[config.mk]
export PLATFORM = sky130hd
export DESIGN_NAME = uart_rx_ctrl
export DESIGN_NICKNAME = d
export VERILOG_FILES = /design/src/rtl/uart_rx_ctrl.sv
export SDC_FILE = /design/constraint.sdc
export NUM_CORES = 1
export LEC_CHECK = 0
export CAP_MARGIN = 10
export CORE_MARGIN = 1
export CORE_UTILIZATION = 45
export DETAILED_ROUTE_END_ITERATION = 8
export PLACE_DENSITY = 0.66
export SYNTH_ARGS = -nofsm -noshare
export SYNTH_HDL_FRONTEND = slang
export SYNTH_SLANG_ARGS = --single-unit
[constraint.sdc]
create_clock -name UART_clk -period 4.28 [get_ports UART_clk]
set_input_delay 1.284 -clock UART_clk [delete_from_list [all_inputs] [get_ports UART_clk]]
set_output_delay 1.284 -clock UART_clk [all_outputs]
set_load 0.05 [all_outputs]
[src/rtl/uart_rx_ctrl.sv]
// Buffers completed UART receive frames in a show-ahead FIFO and throttles the receiver with watermark hysteresis.
// Optional idle timeout strobe is built when UART_RX_CTRL_TIMEOUT_EN is defined.
module uart_rx_ctrl #(
  parameter int DEPTH       = 8,
  parameter int HI_WM       = 6,
  parameter int LO_WM       = 2,
  parameter int DROP_ERR    = 1,
  parameter int TIMEOUT_CYC = 1024
) (
  input  logic                       UART_clk,
  input  logic                       rst,
  input  logic                       en,
  input  logic                       flush,
  input  logic                       rx_done_tick,
  input  logic [7:0]                 rx_data,
  input  logic                       rx_be,
  input  logic                       rx_oe,
  input  logic                       rx_pe,
  input  logic                       rx_fe,
  output logic                       rx_stop,
  output logic                       m_valid,
  output logic [7:0]                 m_data,
  output logic [3:0]                 m_flags,
  input  logic                       m_ready,
  output logic [$clog2(DEPTH+1)-1:0] level,
  output logic                       ovf,
  input  logic                       clr_stat,
  output logic [7:0]                 cnt_pe,
  output logic [7:0]                 cnt_fe,
  output logic [7:0]                 cnt_oe,
  output logic [7:0]                 cnt_drop,
  output logic                       timeout_pulse
);
  localparam int LW = $clog2(DEPTH+1);
  localparam int PW = $clog2(DEPTH);

  typedef enum logic [1:0] {DISABLED, RUN, THROTTLE} state_t;

  state_t          state_q, state_d;
  logic            rx_stop_q, rx_stop_d;
  logic [LW-1:0]   level_q, level_d;
  logic [PW-1:0]   wr_ptr_q, wr_ptr_d, rd_ptr_q, rd_ptr_d;
  logic            ovf_q, ovf_d;
  logic [7:0]      cnt_pe_q, cnt_pe_d, cnt_fe_q, cnt_fe_d;
  logic [7:0]      cnt_oe_q, cnt_oe_d, cnt_drop_q, cnt_drop_d;
  logic [11:0]     mem_q [DEPTH];

  logic accept, err_drop, want_push, do_push, pop, full, ovf_evt;

  function automatic logic [7:0] sat_inc(input logic [7:0] c, input logic inc);
    return (inc && c != 8'hFF) ? c + 8'd1 : c;
  endfunction

  always_comb begin
    accept    = (state_q != DISABLED) && rx_done_tick;
    err_drop  = accept && (DROP_ERR != 0) && (rx_pe || rx_fe);
    want_push = accept && !err_drop;
    full      = (level_q == LW'(DEPTH));
    pop       = (level_q != '0) && m_ready;
    // Full FIFO still accepts a push when the head leaves in the same cycle.
    do_push   = want_push && !flush && (!full || pop);
    ovf_evt   = want_push && !flush && full && !pop;

    wr_ptr_d = wr_ptr_q;
    rd_ptr_d = rd_ptr_q;
    level_d  = level_q;
    if (flush) begin
      wr_ptr_d = '0;
      rd_ptr_d = '0;
      level_d  = '0;
    end else begin
      if (do_push) wr_ptr_d = wr_ptr_q + PW'(1);
      if (pop)     rd_ptr_d = rd_ptr_q + PW'(1);
      if (do_push && !pop)      level_d = level_q + LW'(1);
      else if (!do_push && pop) level_d = level_q - LW'(1);
    end

    state_d = state_q;
    case (state_q)
      DISABLED: if (en) state_d = RUN;
      RUN:      if (!en) state_d = DISABLED;
                else if (level_d >= LW'(HI_WM)) state_d = THROTTLE;
      THROTTLE: if (!en) state_d = DISABLED;
                else if (level_d <= LW'(LO_WM)) state_d = RUN;
      default:  state_d = DISABLED;
    endcase
    rx_stop_d = (state_d != RUN);

    if (clr_stat) begin
      ovf_d      = 1'b0;
      cnt_pe_d   = '0;
      cnt_fe_d   = '0;
      cnt_oe_d   = '0;
      cnt_drop_d = '0;
    end else begin
      ovf_d      = ovf_q || ovf_evt;
      cnt_pe_d   = sat_inc(cnt_pe_q, accept && rx_pe);
      cnt_fe_d   = sat_inc(cnt_fe_q, accept && rx_fe);
      cnt_oe_d   = sat_inc(cnt_oe_q, accept && rx_oe);
      cnt_drop_d = sat_inc(cnt_drop_q, err_drop || ovf_evt);
    end
  end

  always_ff @(posedge UART_clk) begin
    if (rst) begin
      state_q    <= DISABLED;
      rx_stop_q  <= 1'b1;
      level_q    <= '0;
      wr_ptr_q   <= '0;
      rd_ptr_q   <= '0;
      ovf_q      <= 1'b0;
      cnt_pe_q   <= '0;
      cnt_fe_q   <= '0;
      cnt_oe_q   <= '0;
      cnt_drop_q <= '0;
    end else begin
      state_q    <= state_d;
      rx_stop_q  <= rx_stop_d;
      level_q    <= level_d;
      wr_ptr_q   <= wr_ptr_d;
      rd_ptr_q   <= rd_ptr_d;
      ovf_q      <= ovf_d;
      cnt_pe_q   <= cnt_pe_d;
      cnt_fe_q   <= cnt_fe_d;
      cnt_oe_q   <= cnt_oe_d;
      cnt_drop_q <= cnt_drop_d;
    end
  end

  // Storage needs no reset: the head is masked whenever level is zero.
  always_ff @(posedge UART_clk) begin
    if (!rst && do_push) mem_q[wr_ptr_q] <= {rx_fe, rx_pe, rx_oe, rx_be, rx_data};
  end

`ifdef UART_RX_CTRL_TIMEOUT_EN
  localparam int TW = (TIMEOUT_CYC > 1) ? $clog2(TIMEOUT_CYC) : 1;
  logic [TW-1:0] tmo_cnt_q, tmo_cnt_d;
  logic          tmo_q, tmo_d;

  always_comb begin
    tmo_cnt_d = tmo_cnt_q;
    tmo_d     = 1'b0;
    if (do_push || flush || level_d == '0) begin
      tmo_cnt_d = '0;
    end else if (tmo_cnt_q == TW'(TIMEOUT_CYC - 1)) begin
      tmo_cnt_d = '0;
      tmo_d     = 1'b1;
    end else begin
      tmo_cnt_d = tmo_cnt_q + TW'(1);
    end
  end

  always_ff @(posedge UART_clk) begin
    if (rst) begin
      tmo_cnt_q <= '0;
      tmo_q     <= 1'b0;
    end else begin
      tmo_cnt_q <= tmo_cnt_d;
      tmo_q     <= tmo_d;
    end
  end

  assign timeout_pulse = tmo_q;
`else
  assign timeout_pulse = 1'b0;
`endif

  assign rx_stop  = rx_stop_q;
  assign level    = level_q;
  assign m_valid  = (level_q != '0);
  assign m_data   = m_valid ? mem_q[rd_ptr_q][7:0]  : 8'h00;
  assign m_flags  = m_valid ? mem_q[rd_ptr_q][11:8] : 4'h0;
  assign ovf      = ovf_q;
  assign cnt_pe   = cnt_pe_q;
  assign cnt_fe   = cnt_fe_q;
  assign cnt_oe   = cnt_oe_q;
  assign cnt_drop = cnt_drop_q;
endmodule

==> summary.txt <==
Run status
  • Result of the run: finished with violations
  • Failing checks: DRC

Setup path
  • Crit. Startpoint: level[1]
  • Flop-to-flop setup slack: ~1.7 ns
  • Critical Path End Type: output port
  • Worst path top cell family by delay: buffers and inverters
  • Worst path max stage delay: about 0.81 ns
  • Worst endpoint data arrival time: around 2.4 ns
  • Slowest CP cell: clkdlybuf4s50_1
  • R2R depth: 9
  • Critical path class: flip-flop to output port
  • CP Capture Point: m_valid
  • Reg-to-reg startpoint: level[1]
  • Worst EP required: 3.00 ns
  • Critical path buffer and inverter count: 3
  • Worst setup SP type: flip-flop
  • Critical Path Stages: 5
  • Reg-to-reg endpoint: state_q[0]
  • Critical Path, Cell by Cell: inv_1 -> ha_1 -> nor3b_2 -> inv_1 -> clkdlybuf4s50_1
  • Worst-path fanout max: 8
  • Most used cell, CP: inv_1

Logic synthesis
  • Number of synthesized flops with an enable pin: 96
  • Largest area contributor in the netlist: edfxtp_1
  • Synthesized Nets: roughly 480
  • Largest cells by area after synthesis: edfxtp_1, dfxtp_1, mux4_2
  • Area share of fa/ha/maj cells after synthesis: 0.01644
  • Compound-cell area share of the yosys netlist: 0.05138
  • #FFs+latches synth: around 150
  • Mean Syn Cell Area: about 13 sq um
  • Main combinational cell family by area after synthesis: simple AND/OR/NAND/NOR gates
  • Post-synthesis xor/xnor area fraction: 0.03596
  • Synth unique cells: 45
  • Ys flop type: edfxtp_1
  • Top-area cell type share of the netlist area: 0.4735
  • Post-Synthesis Cell Area: between 6000 and 7000 sq um
  • Post-Synth Simple-Gate Area: 0.1184
  • Async set or reset register ratio after synthesis: 0
  • Mux cell area share after synthesis: 0.1184
  • Post-synthesis instance total: about 450
  • Yosys warns: 0
  • Sequential area share after synthesis: 0.6346

Detailed routing
  • Drt first pass iters: 6
  • Total Wirelength: between 10000 and 15000 um
  • Final ANT Viol Nets: 0
  • DR iter-0 viols: roughly 310
  • Routed length per placed instance: 16.75 um
  • Vias: ~3.9k
  • Vias per inst: between 5 and 6
  • Post-route DRC: 1

Power
  • Power Density: a little under 400 nW/um^2
  • Worst VDD drop: around 190 uV
  • Leak: roughly 2.5 nW

CTS
  • H-tree depth: 4
  • Hold_buf cts: 0
  • Clock tree root buffer cell: clkbuf_16
  • Clock sink count: between 100 and 150
  • TritonCTS clock tree: done
  • Clk buf depth: 2
  • Resized Gates After CTS: 0
  • Clock buffer count from CTS: 17
  • Clock slew seen by the registers of the worst setup and hold paths: ~0.06 ns
  • Setup Buffers After CTS: 0
  • Worst-Skew Late Latency: a little over 0.4 ns

Global route
  • Largest net degree at the start of global routing: 34
  • Initial antenna violation count: 0
  • First-pass GRT wire length: about 20000 um
  • Total congestion overflow: 0
  • Vias in the first global route: 3866
  • Gr usage total: 0.1882

Floorplanning
  • Starting Density: 0.4598
  • Die W: approximately 120 um
  • Num ports: 71
  • Core area: between 10000 and 15000 sq um
  • DIE AREA: 14000 sq um
  • Chip height: ~120 um
  • Rows: 42

STA
  • Peak Freq: roughly 270 MHz
  • Slew margin rel.: 0.4489
  • Min cycle time layout: ~3.7 ns
  • Final setup viols: 0
  • RSZ-0062 raised after global routing: no
  • Worst hold slack: 0.4898 ns
  • Pins Over Slew Limit: 0
  • Measured slew at the worst slew-check pin: around 0.83 ns
  • Period utilization: 0.8684
  • Clock Skews: 0.007406 ns
  • Setup TNS: 0 ns
  • Final hold violation count: 0
  • Setup WS post-layout: ~0.56 ns

Final layout
  • Diodes inserted: 0
  • Layout Nets: roughly 560
  • Area Overhead vs Synth: 24.13%
  • Fraction of layout cells with a size suffix above 1: 0.1682

Hold path
  • Worst hold start: rd_ptr_q[1]
  • Hold Crit Class: flip-flop to flip-flop

Placement
  • Hpwl dp: between 7000 and 8000 um
  • GP Congestion: a little under 0.9
  • IO buf count: between 60 and 70
  • Setup WS pre-CTS: around 0.49 ns

Job
  • Max cap viols: 0
-- flip-flops by register name, summed over array words and instances, names as in the netlist, named ones only --
| signal | count |
|---|---|
| cnt_oe | 8 |
| rx_stop | 1 |
| state_q | 2 |
| rd_ptr_q | 3 |
| mem_q | 96 |
| cnt_drop | 8 |
| wr_ptr_q | 3 |
| ovf | 1 |
| cnt_pe | 8 |
| cnt_fe | 8 |
| level | 4 |
-- per-stage QoR --
stage,cell area (sq um),total power [W],std cells,util
global route,7557,0.003093,723,0.5707
finish,7557,0.002993,723,0.5707
global placement,6988,0.001617,691,0.5277
CTS,7557,0.003022,723,0.5707
detailed placement,6988,0.001619,691,0.5277
floorplan,6088,0.001575,452,-
-- cell usage after synthesis (2+ instances only) --
| cell type | instances |
|---|---|
| edfxtp_1 | 96 |
| nor2_1 | 59 |
| dfxtp_1 | 49 |
| nand2_1 | 30 |
| mux4_2 | 24 |
| mux2i_1 | 18 |
| a21oi_1 | 16 |
| xor2_1 | 15 |
| nand3_1 | 13 |
| o21ai_0 | 12 |
| inv_1 | 11 |
| or3_1 | 11 |
| clkbuf_1 | 10 |
| xnor2_1 | 10 |
| nor3_1 | 9 |
| ha_1 | 8 |
| nand4_1 | 8 |
| a211oi_1 | 7 |
| and3_1 | 6 |
| buf_2 | 4 |
| a31oi_1 | 3 |
| buf_1 | 3 |
| and3_2 | 2 |
| buf_4 | 2 |
| buf_6 | 2 |
| nand2b_1 | 2 |
| o211ai_1 | 2 |
| o311a_1 | 2 |
| or2_2 | 2 |
-- metal layers --
metal	wire length (um)	share of wire	GRT usage	vias to the layer above
li1	-	-	-	1856
met1	5751	0.47	0.2428	1916
met2	5717	0.47	0.3026	105
met3	447	0.037	0.04778	19
met4	197	0.016	0.07853	0
met5	0	0	0	-
-- kinds of logic after synthesis --
family	count (synthesis)
simple gates	150
flops	145
fa+ha+maj	8
xor+xnor	25
buf+inv	32
other cells	1
mux	42
compound gates	49
-- cells in the final DEF, fill, tap and decap left out, types with 2 or more instances in the layout --
cell type,instances
a211oi_1,7
a21oi_1,16
a31oi_1,3
and3_1,6
and3_2,2
buf_4,27
clkbuf_1,3
clkbuf_16,18
clkbuf_8,2
clkdlybuf4s50_1,57
clkinv_2,4
clkinvlp_4,2
dfxtp_1,49
edfxtp_1,96
ha_1,8
inv_1,11
mux2i_1,18
mux4_2,24
nand2_1,30
nand2b_1,2
nand3_1,13
nand4_1,8
nor2_1,59
nor3_1,9
o211ai_1,2
o21ai_0,12
o311a_1,2
or2_2,2
or3_1,11
xnor2_1,10
xor2_1,15
-- worst reg2reg max path, cell delays in order, from the launching register on --
cell	delay [ns]
dfxtp_1	0.39
inv_1	0.13
ha_1	0.31
nor3b_2	0.24
buf_4	0.26
a211oi_1	0.09
a211oi_1	0.25
mux2i_1	0.20
or3_1	0.40
a31o_1	0.22
-- where the power goes --
group          internal (W)  switching (W)
combinational     0.0000333      0.0000600
sequential          0.00149     0.00000260
clock              0.000861       0.000543
-- how the worst min path moves through the flow --
stage	end	slack (ns)	depth (start not counted)
2_1_floorplan	flip-flop	0.45	2
3_3_place_gp	rd_ptr_q[1]	0.47	2
3_5_place_dp	rd_ptr_q[1]	0.48	2
4_1_cts	flip-flop	0.49	2
5_1_grt	rd_ptr_q[1]	0.52	2
6_report	flip-flop	0.49	2
-- cell type report --
cell class                      instances  area (sq um)
Fill cell                            1085          5685
Sequential cell                       145          3864
Multi-Input combinational cell        275          2090
Timing Repair Buffer                   84         773.2
Clock buffer                           23         489.2
Tap cell                              176         220.2
Clock inverter                          9         80.08
Inverter                               11         41.29
No activity file was read; power rests on OpenSTA's default activity.
